<file path="src/rtl/b1_corr_bank.sv">
// Multi-tap integrate-and-dump correlator bank for the B1 tracking channel.
// Saturating accumulators with a valid/ready dump port and overrun reporting.
module b1_corr_bank #(
    parameter int NTAP  = 3,
    parameter int IW    = 16,
    parameter int ACC_W = 30,
    parameter int OW    = 24
) (
    input  logic                   rx_clk,
    input  logic                   rx_rst,
    input  logic [IW-1:0]          rx_src_real,
    input  logic [IW-1:0]          rx_src_imag,
    input  logic [NTAP-1:0]        rx_loc_boc,
    input  logic                   rx_prn_sop,
    input  logic [7:0]             cfg_int_len,
    output logic                   tx_dump_valid,
    input  logic                   tx_dump_ready,
    output logic [NTAP*OW-1:0]     tx_dump_real,
    output logic [NTAP*OW-1:0]     tx_dump_imag,
    output logic                   tx_dump_sat,
    output logic [31:0]            tx_dump_cnt,
    output logic                   tx_overrun
);

    typedef enum logic [0:0] {IDLE, ACC} state_t;

    localparam logic [ACC_W-1:0] ACC_MAX = {1'b0, {(ACC_W-1){1'b1}}};
    localparam logic [ACC_W-1:0] ACC_MIN = {1'b1, {(ACC_W-1){1'b0}}};

    // Negating the most negative code clamps to the most positive one.
    function automatic logic [IW-1:0] neg_sat(input logic [IW-1:0] x);
        if (x == {1'b1, {(IW-1){1'b0}}})
            return {1'b0, {(IW-1){1'b1}}};
        return -x;
    endfunction

    function automatic logic [ACC_W:0] sat_add(input logic [ACC_W-1:0] a,
                                               input logic [ACC_W-1:0] b);
        logic [ACC_W:0] s;
        s = {a[ACC_W-1], a} + {b[ACC_W-1], b};
        if (s[ACC_W] != s[ACC_W-1])
            return {1'b1, s[ACC_W] ? ACC_MIN : ACC_MAX};
        return {1'b0, s[ACC_W-1:0]};
    endfunction

    state_t             state_q, state_d;
    logic [7:0]         per_q, per_d;
    logic [7:0]         len_q, len_d;
    logic               sat_q, sat_d;
    logic [ACC_W-1:0]   acc_re_q [NTAP];
    logic [ACC_W-1:0]   acc_re_d [NTAP];
    logic [ACC_W-1:0]   acc_im_q [NTAP];
    logic [ACC_W-1:0]   acc_im_d [NTAP];
    logic [NTAP*OW-1:0] dre_q, dre_d;
    logic [NTAP*OW-1:0] dim_q, dim_d;
    logic               dsat_q, dsat_d;
    logic [31:0]        cnt_q, cnt_d;
    logic               valid_q, valid_d;
    logic               ovr_q, ovr_d;

    logic [ACC_W-1:0]   ext_re [NTAP];
    logic [ACC_W-1:0]   ext_im [NTAP];
    logic [ACC_W-1:0]   sum_re [NTAP];
    logic [ACC_W-1:0]   sum_im [NTAP];
    logic [NTAP-1:0]    clip_re, clip_im;
    logic [7:0]         eff_len;
    logic               dump;

    always_comb begin
        for (int k = 0; k < NTAP; k++) begin
            logic [IW-1:0] vr, vi;
            vr = rx_loc_boc[k] ? neg_sat(rx_src_real) : rx_src_real;
            vi = rx_loc_boc[k] ? neg_sat(rx_src_imag) : rx_src_imag;
            ext_re[k] = {{(ACC_W-IW){vr[IW-1]}}, vr};
            ext_im[k] = {{(ACC_W-IW){vi[IW-1]}}, vi};
            {clip_re[k], sum_re[k]} = sat_add(acc_re_q[k], ext_re[k]);
            {clip_im[k], sum_im[k]} = sat_add(acc_im_q[k], ext_im[k]);
        end
    end

    assign eff_len = (cfg_int_len == 8'd0) ? 8'd1 : cfg_int_len;
    assign dump    = (state_q == ACC) && rx_prn_sop && (per_q == len_q);

    always_comb begin
        state_d  = state_q;
        per_d    = per_q;
        len_d    = len_q;
        sat_d    = sat_q;
        acc_re_d = acc_re_q;
        acc_im_d = acc_im_q;
        dre_d    = dre_q;
        dim_d    = dim_q;
        dsat_d   = dsat_q;
        cnt_d    = cnt_q;
        valid_d  = valid_q;
        ovr_d    = 1'b0;
        unique case (state_q)
            IDLE: begin
                for (int k = 0; k < NTAP; k++) begin
                    acc_re_d[k] = '0;
                    acc_im_d[k] = '0;
                end
                if (rx_prn_sop) begin
                    acc_re_d = ext_re;
                    acc_im_d = ext_im;
                    per_d    = 8'd1;
                    len_d    = eff_len;
                    sat_d    = 1'b0;
                    state_d  = ACC;
                end
            end
            ACC: begin
                if (dump) begin
                    for (int k = 0; k < NTAP; k++) begin
                        dre_d[k*OW +: OW] = acc_re_q[k][ACC_W-1 -: OW];
                        dim_d[k*OW +: OW] = acc_im_q[k][ACC_W-1 -: OW];
                    end
                    dsat_d   = sat_q;
                    acc_re_d = ext_re;
                    acc_im_d = ext_im;
                    per_d    = 8'd1;
                    len_d    = eff_len;
                    sat_d    = 1'b0;
                    if (cnt_q != 32'hFFFF_FFFF)
                        cnt_d = cnt_q + 32'd1;
                end else begin
                    acc_re_d = sum_re;
                    acc_im_d = sum_im;
                    sat_d    = sat_q | (|clip_re) | (|clip_im);
                    if (rx_prn_sop)
                        per_d = per_q + 8'd1;
                end
            end
            default: state_d = IDLE;
        endcase
        // A same-cycle accept is superseded by the new dump.
        if (dump) begin
            valid_d = 1'b1;
            ovr_d   = valid_q && !tx_dump_ready;
        end else if (valid_q && tx_dump_ready) begin
            valid_d = 1'b0;
        end
    end

    always_ff @(posedge rx_clk) begin
        if (rx_rst) begin
            state_q <= IDLE;
            per_q   <= '0;
            len_q   <= 8'd1;
            sat_q   <= 1'b0;
            for (int k = 0; k < NTAP; k++) begin
                acc_re_q[k] <= '0;
                acc_im_q[k] <= '0;
            end
            dre_q   <= '0;
            dim_q   <= '0;
            dsat_q  <= 1'b0;
            cnt_q   <= '0;
            valid_q <= 1'b0;
            ovr_q   <= 1'b0;
        end else begin
            state_q  <= state_d;
            per_q    <= per_d;
            len_q    <= len_d;
            sat_q    <= sat_d;
            acc_re_q <= acc_re_d;
            acc_im_q <= acc_im_d;
            dre_q    <= dre_d;
            dim_q    <= dim_d;
            dsat_q   <= dsat_d;
            cnt_q    <= cnt_d;
            valid_q  <= valid_d;
            ovr_q    <= ovr_d;
        end
    end

    assign tx_dump_valid = valid_q;
    assign tx_dump_real  = dre_q;
    assign tx_dump_imag  = dim_q;
    assign tx_dump_sat   = dsat_q;
    assign tx_dump_cnt   = cnt_q;
    assign tx_overrun    = ovr_q;

endmodule

</file>
<file path="config.mk">
export PLATFORM = sky130hd
export DESIGN_NAME = b1_corr_bank
export DESIGN_NICKNAME = d
export VERILOG_FILES = /design/src/rtl/b1_corr_bank.sv
export SDC_FILE = /design/constraint.sdc
export NUM_CORES = 1
export LEC_CHECK = 0
export CORE_UTILIZATION = 35
export DETAILED_ROUTE_END_ITERATION = 10
export SYNTH_ARGS = -nofsm -noshare
export SYNTH_HDL_FRONTEND = slang
export SYNTH_SLANG_ARGS = --single-unit
</file>
<file path="constraint.sdc">
create_clock -name rx_clk -period 10.51 [get_ports rx_clk]
set_input_delay 1.5765 -clock rx_clk [delete_from_list [all_inputs] [get_ports rx_clk]]
set_output_delay 1.5765 -clock rx_clk [all_outputs]
set_load 0.01 [all_outputs]
</file>
==> impl_metrics.ini <==
[synthesis]
syn-num-nets = 3508
yosysSeqAreaShare_pct = 30.4
netlist_area_sq_um = 24800
syn_avg_cell_area_sq_um = 7.61
synth_cell_type_count = 88
syn_inst = 3263
synth_edf_count = 0
ys_seq_elements = 377
synth_ff_type = dfxtp_1
async_flop_share_pct = 0
yosysWarnings = 0

[placed_design]
io_buffers = 225
place_congestion = 0.910
dpl.hpwl_microns = 57300
place_area_sq_um = 27800

[floorplan]
start_util_pct = 35.4
core-area_sq_um = 70100
die_h_microns = 268
die_w_microns = 268
ioPinCount = 226
dieArea_sq_um = 72000
std_cell_rows = 97

[global_route]
grt_pass1_vias = 22400
grt_antenna_before_repair = 15
grt_max_degree = 86
grt_overflow = 0
grtUsageTotal_pct = 21.5
grt_pass1_wl_microns = 124000

[clock_network]
cts_resized = 0
htreeDepth = 2
numCtsBuffers = 47
cts.path.max_buffers = 3
cts_hold_buffers = 0
clock-sinks = 377
cts.reportedPaths.clkPinSlew_ps = 60
clockRootBuffer = clkbuf_16
cts_tree = done
clk_latency_ps = 600
post_cts_buffers = 0

[sta]
clock_skew_ps = 22.6
tightest_slew_ps = 995
grt_setup_unrepaired = false
post-route-period-util_pct = 80.1
final.setup.tns_ps = 0
final_hold_viol_count = 0
finalSetupViolations = 0
finalCriticalPeriod_ps = 8420
relSlewSlack_pct = 33.6
drv_slew = 0
fmax_ghz = 0.119

[cells_and_area]
final_area_sq_um = 29400
syn2layout_area_growth_pct = 18.5
drive_above_1_share_pct = 4.61
fin_nets = 3636

[power_and_ir_drop]
p_leak_nw = 11.6
power_density_nw_per_um2 = 209
ir_drop_mv = 0.133

[run_status]
status = completed

[critical_path]
worst_r2r_path_depth = 16
criticalPathCategory = in -> reg
crit_family = compound AO/OA/AOI/OAI gates
crit_fanout = 20
cp.depth = 23
worst_ep_required_time_ps = 11000
max_stage_delay_ps = 710
critical_path_buf_inv_count = 2
start_kind = input pin
end_kind = flip-flop
worstPathCellList = clkdlybuf4s50_1 > nor3_1 > nand3b_1 > or3_1 > nor2_1 > nor2_1 > a21oi_1 > ha_1 > a211oi_1 > o21ai_0 > a211oi_1 > a211oi_1 > o311ai_0 > a21oi_1 > a211o_1 > a21o_1 > xor2_1 > ha_1 > nand2_1 > nor2_1 > buf_4 > nor2_1 > a211oi_1
worst_path_max_delay_cell = ha_1
worstPathArrival_ps = 8910

[hold_path]
holdCritPathClass = reg -> reg
hold_depth = 2

[detailed_routing]
viasPerCell = 5.47
wl_per_cell_microns = 18.0
drt_wl_total_microns = 78800
drt_iter0_drc = 1680
vias = 23900
drtPass1Iterations = 6
ant_nets = 0
drc = 0

[flow_run]
max_cap_viol_count = 0
cell usage after synthesis (all sizes together) (11+ instances only):
library cell / n / area (sq um)
a21oi: 502 / 2530
nand2: 496 / 1860
dfxtp: 377 / 7550
nor2: 218 / 818
o21ai: 202 / 1020
ha: 192 / 2400
clkbuf: 151 / 568
xnor2: 112 / 988
a21o: 99 / 743
inv: 83 / 312
a31oi: 71 / 459
nor3: 70 / 360
xor2: 66 / 578
nand3: 58 / 313
o21a: 45 / 338
o211ai: 43 / 328
nand2b: 39 / 264
nand4: 33 / 206
and3: 31 / 194
o21bai: 30 / 225
or3: 29 / 186
a211oi: 25 / 193
o22ai: 22 / 144
buf: 20 / 103
nor2b: 20 / 125
a21boi: 17 / 128
o31ai: 16 / 120
and2: 13 / 81.3
mux2i: 11 / 110
flip-flops by register name, summed over array words and instances (netlist names):
register,count
state_q,1
tx_dump_cnt,32
tx_dump_real,72
tx_overrun,1
tx_dump_sat,1
acc_re_q,90
len_q,8
acc_im_q,90
per_q,8
tx_dump_valid,1
tx_dump_imag,72
sat_q,1
tightest hold or removal path, stage by stage (launching register included):
cell	delay, ps
dfxtp_1	300
nand2_1	50
a21oi_1	50
kinds of logic after synthesis:
group | after synthesis | synth area share, %
muxes | 14 | 0.580
AOI/OAI and AO/OA | 1176 | 29.0
and+or+nand+nor | 1066 | 19.6
buffers and inverters | 254 | 3.96
DFF | 377 | 30.4
adders and majority gates | 198 | 10.2
xor gates and xnor gates | 178 | 6.31
report_power, final:
group | switching (mW) | internal, mW
Combinational | 1.64 | 1.07
Sequential | 0.116 | 1.61
Clock | 0.670 | 1.06
Total | 2.42 | 3.74
cell type report:
type,count,area (sq um)
flip-flops and latches,377,7550
well taps,940,1180
diodes,4,10.0
clock inverters,21,303
clock buffers,61,1330
multi-input cells,2632,16300
repair buffers,250,2430
fillers,7327,40700
inverters,83,312
final timing paths:
| check | from | to | slack, ps |
|---|---|---|---|
| setup / recovery | rx_src_imag[3] | acc_im_q[0] | 2090 |
| hold / removal | tx_dump_imag[54] | tx_dump_imag[54] | 450 |
| setup reg to reg | acc_im_q[1] | acc_im_q[0] | 5310 |
| hold reg to reg | tx_dump_imag[54] | tx_dump_imag[54] | 450 |
metrics by stage:
step | setup WS (ps) | hold WS [ps] | power [mW] | utilization [%] | std cells
3_5_place_dp | 1510 | 446 | 4.42 | 39.6 | 4282
2_1_floorplan | 3470 | 436 | 3.80 | - | 3263
6_report | 2090 | 450 | 6.16 | 41.9 | 4368
5_1_grt | 1330 | 467 | 6.60 | 41.9 | 4367
3_3_place_gp | 1730 | 441 | 4.42 | 39.6 | 4282
4_1_cts | 2120 | 454 | 6.19 | 41.9 | 4364
placed cells by master (no fill, tap or decap), drive strengths merged, types with 33 or more instances in the layout:
| master | n |
|---|---|
| xor2 | 66 |
| clkbuf | 62 |
| nand4 | 33 |
| o211ai | 43 |
| a21oi | 502 |
| o21a | 45 |
| clkdlybuf4s50 | 221 |
| xnor2 | 112 |
| o21ai | 202 |
| nand2 | 496 |
| a21o | 99 |
| a31oi | 71 |
| nor2 | 218 |
| nor3 | 70 |
| nand3 | 58 |
| ha | 192 |
| nand2b | 39 |
| inv | 85 |
| dfxtp | 377 |
metal layers:
layer,global-route usage (%),vias to the layer above,wire [microns]
met2,34.4,594,35000
li1,-,12000,-
met4,5.56,18,1650
met5,0,-,114
met3,5.22,125,6040
met1,28.7,11100,35900
Note: power is estimated with default switching activity, not from simulation.
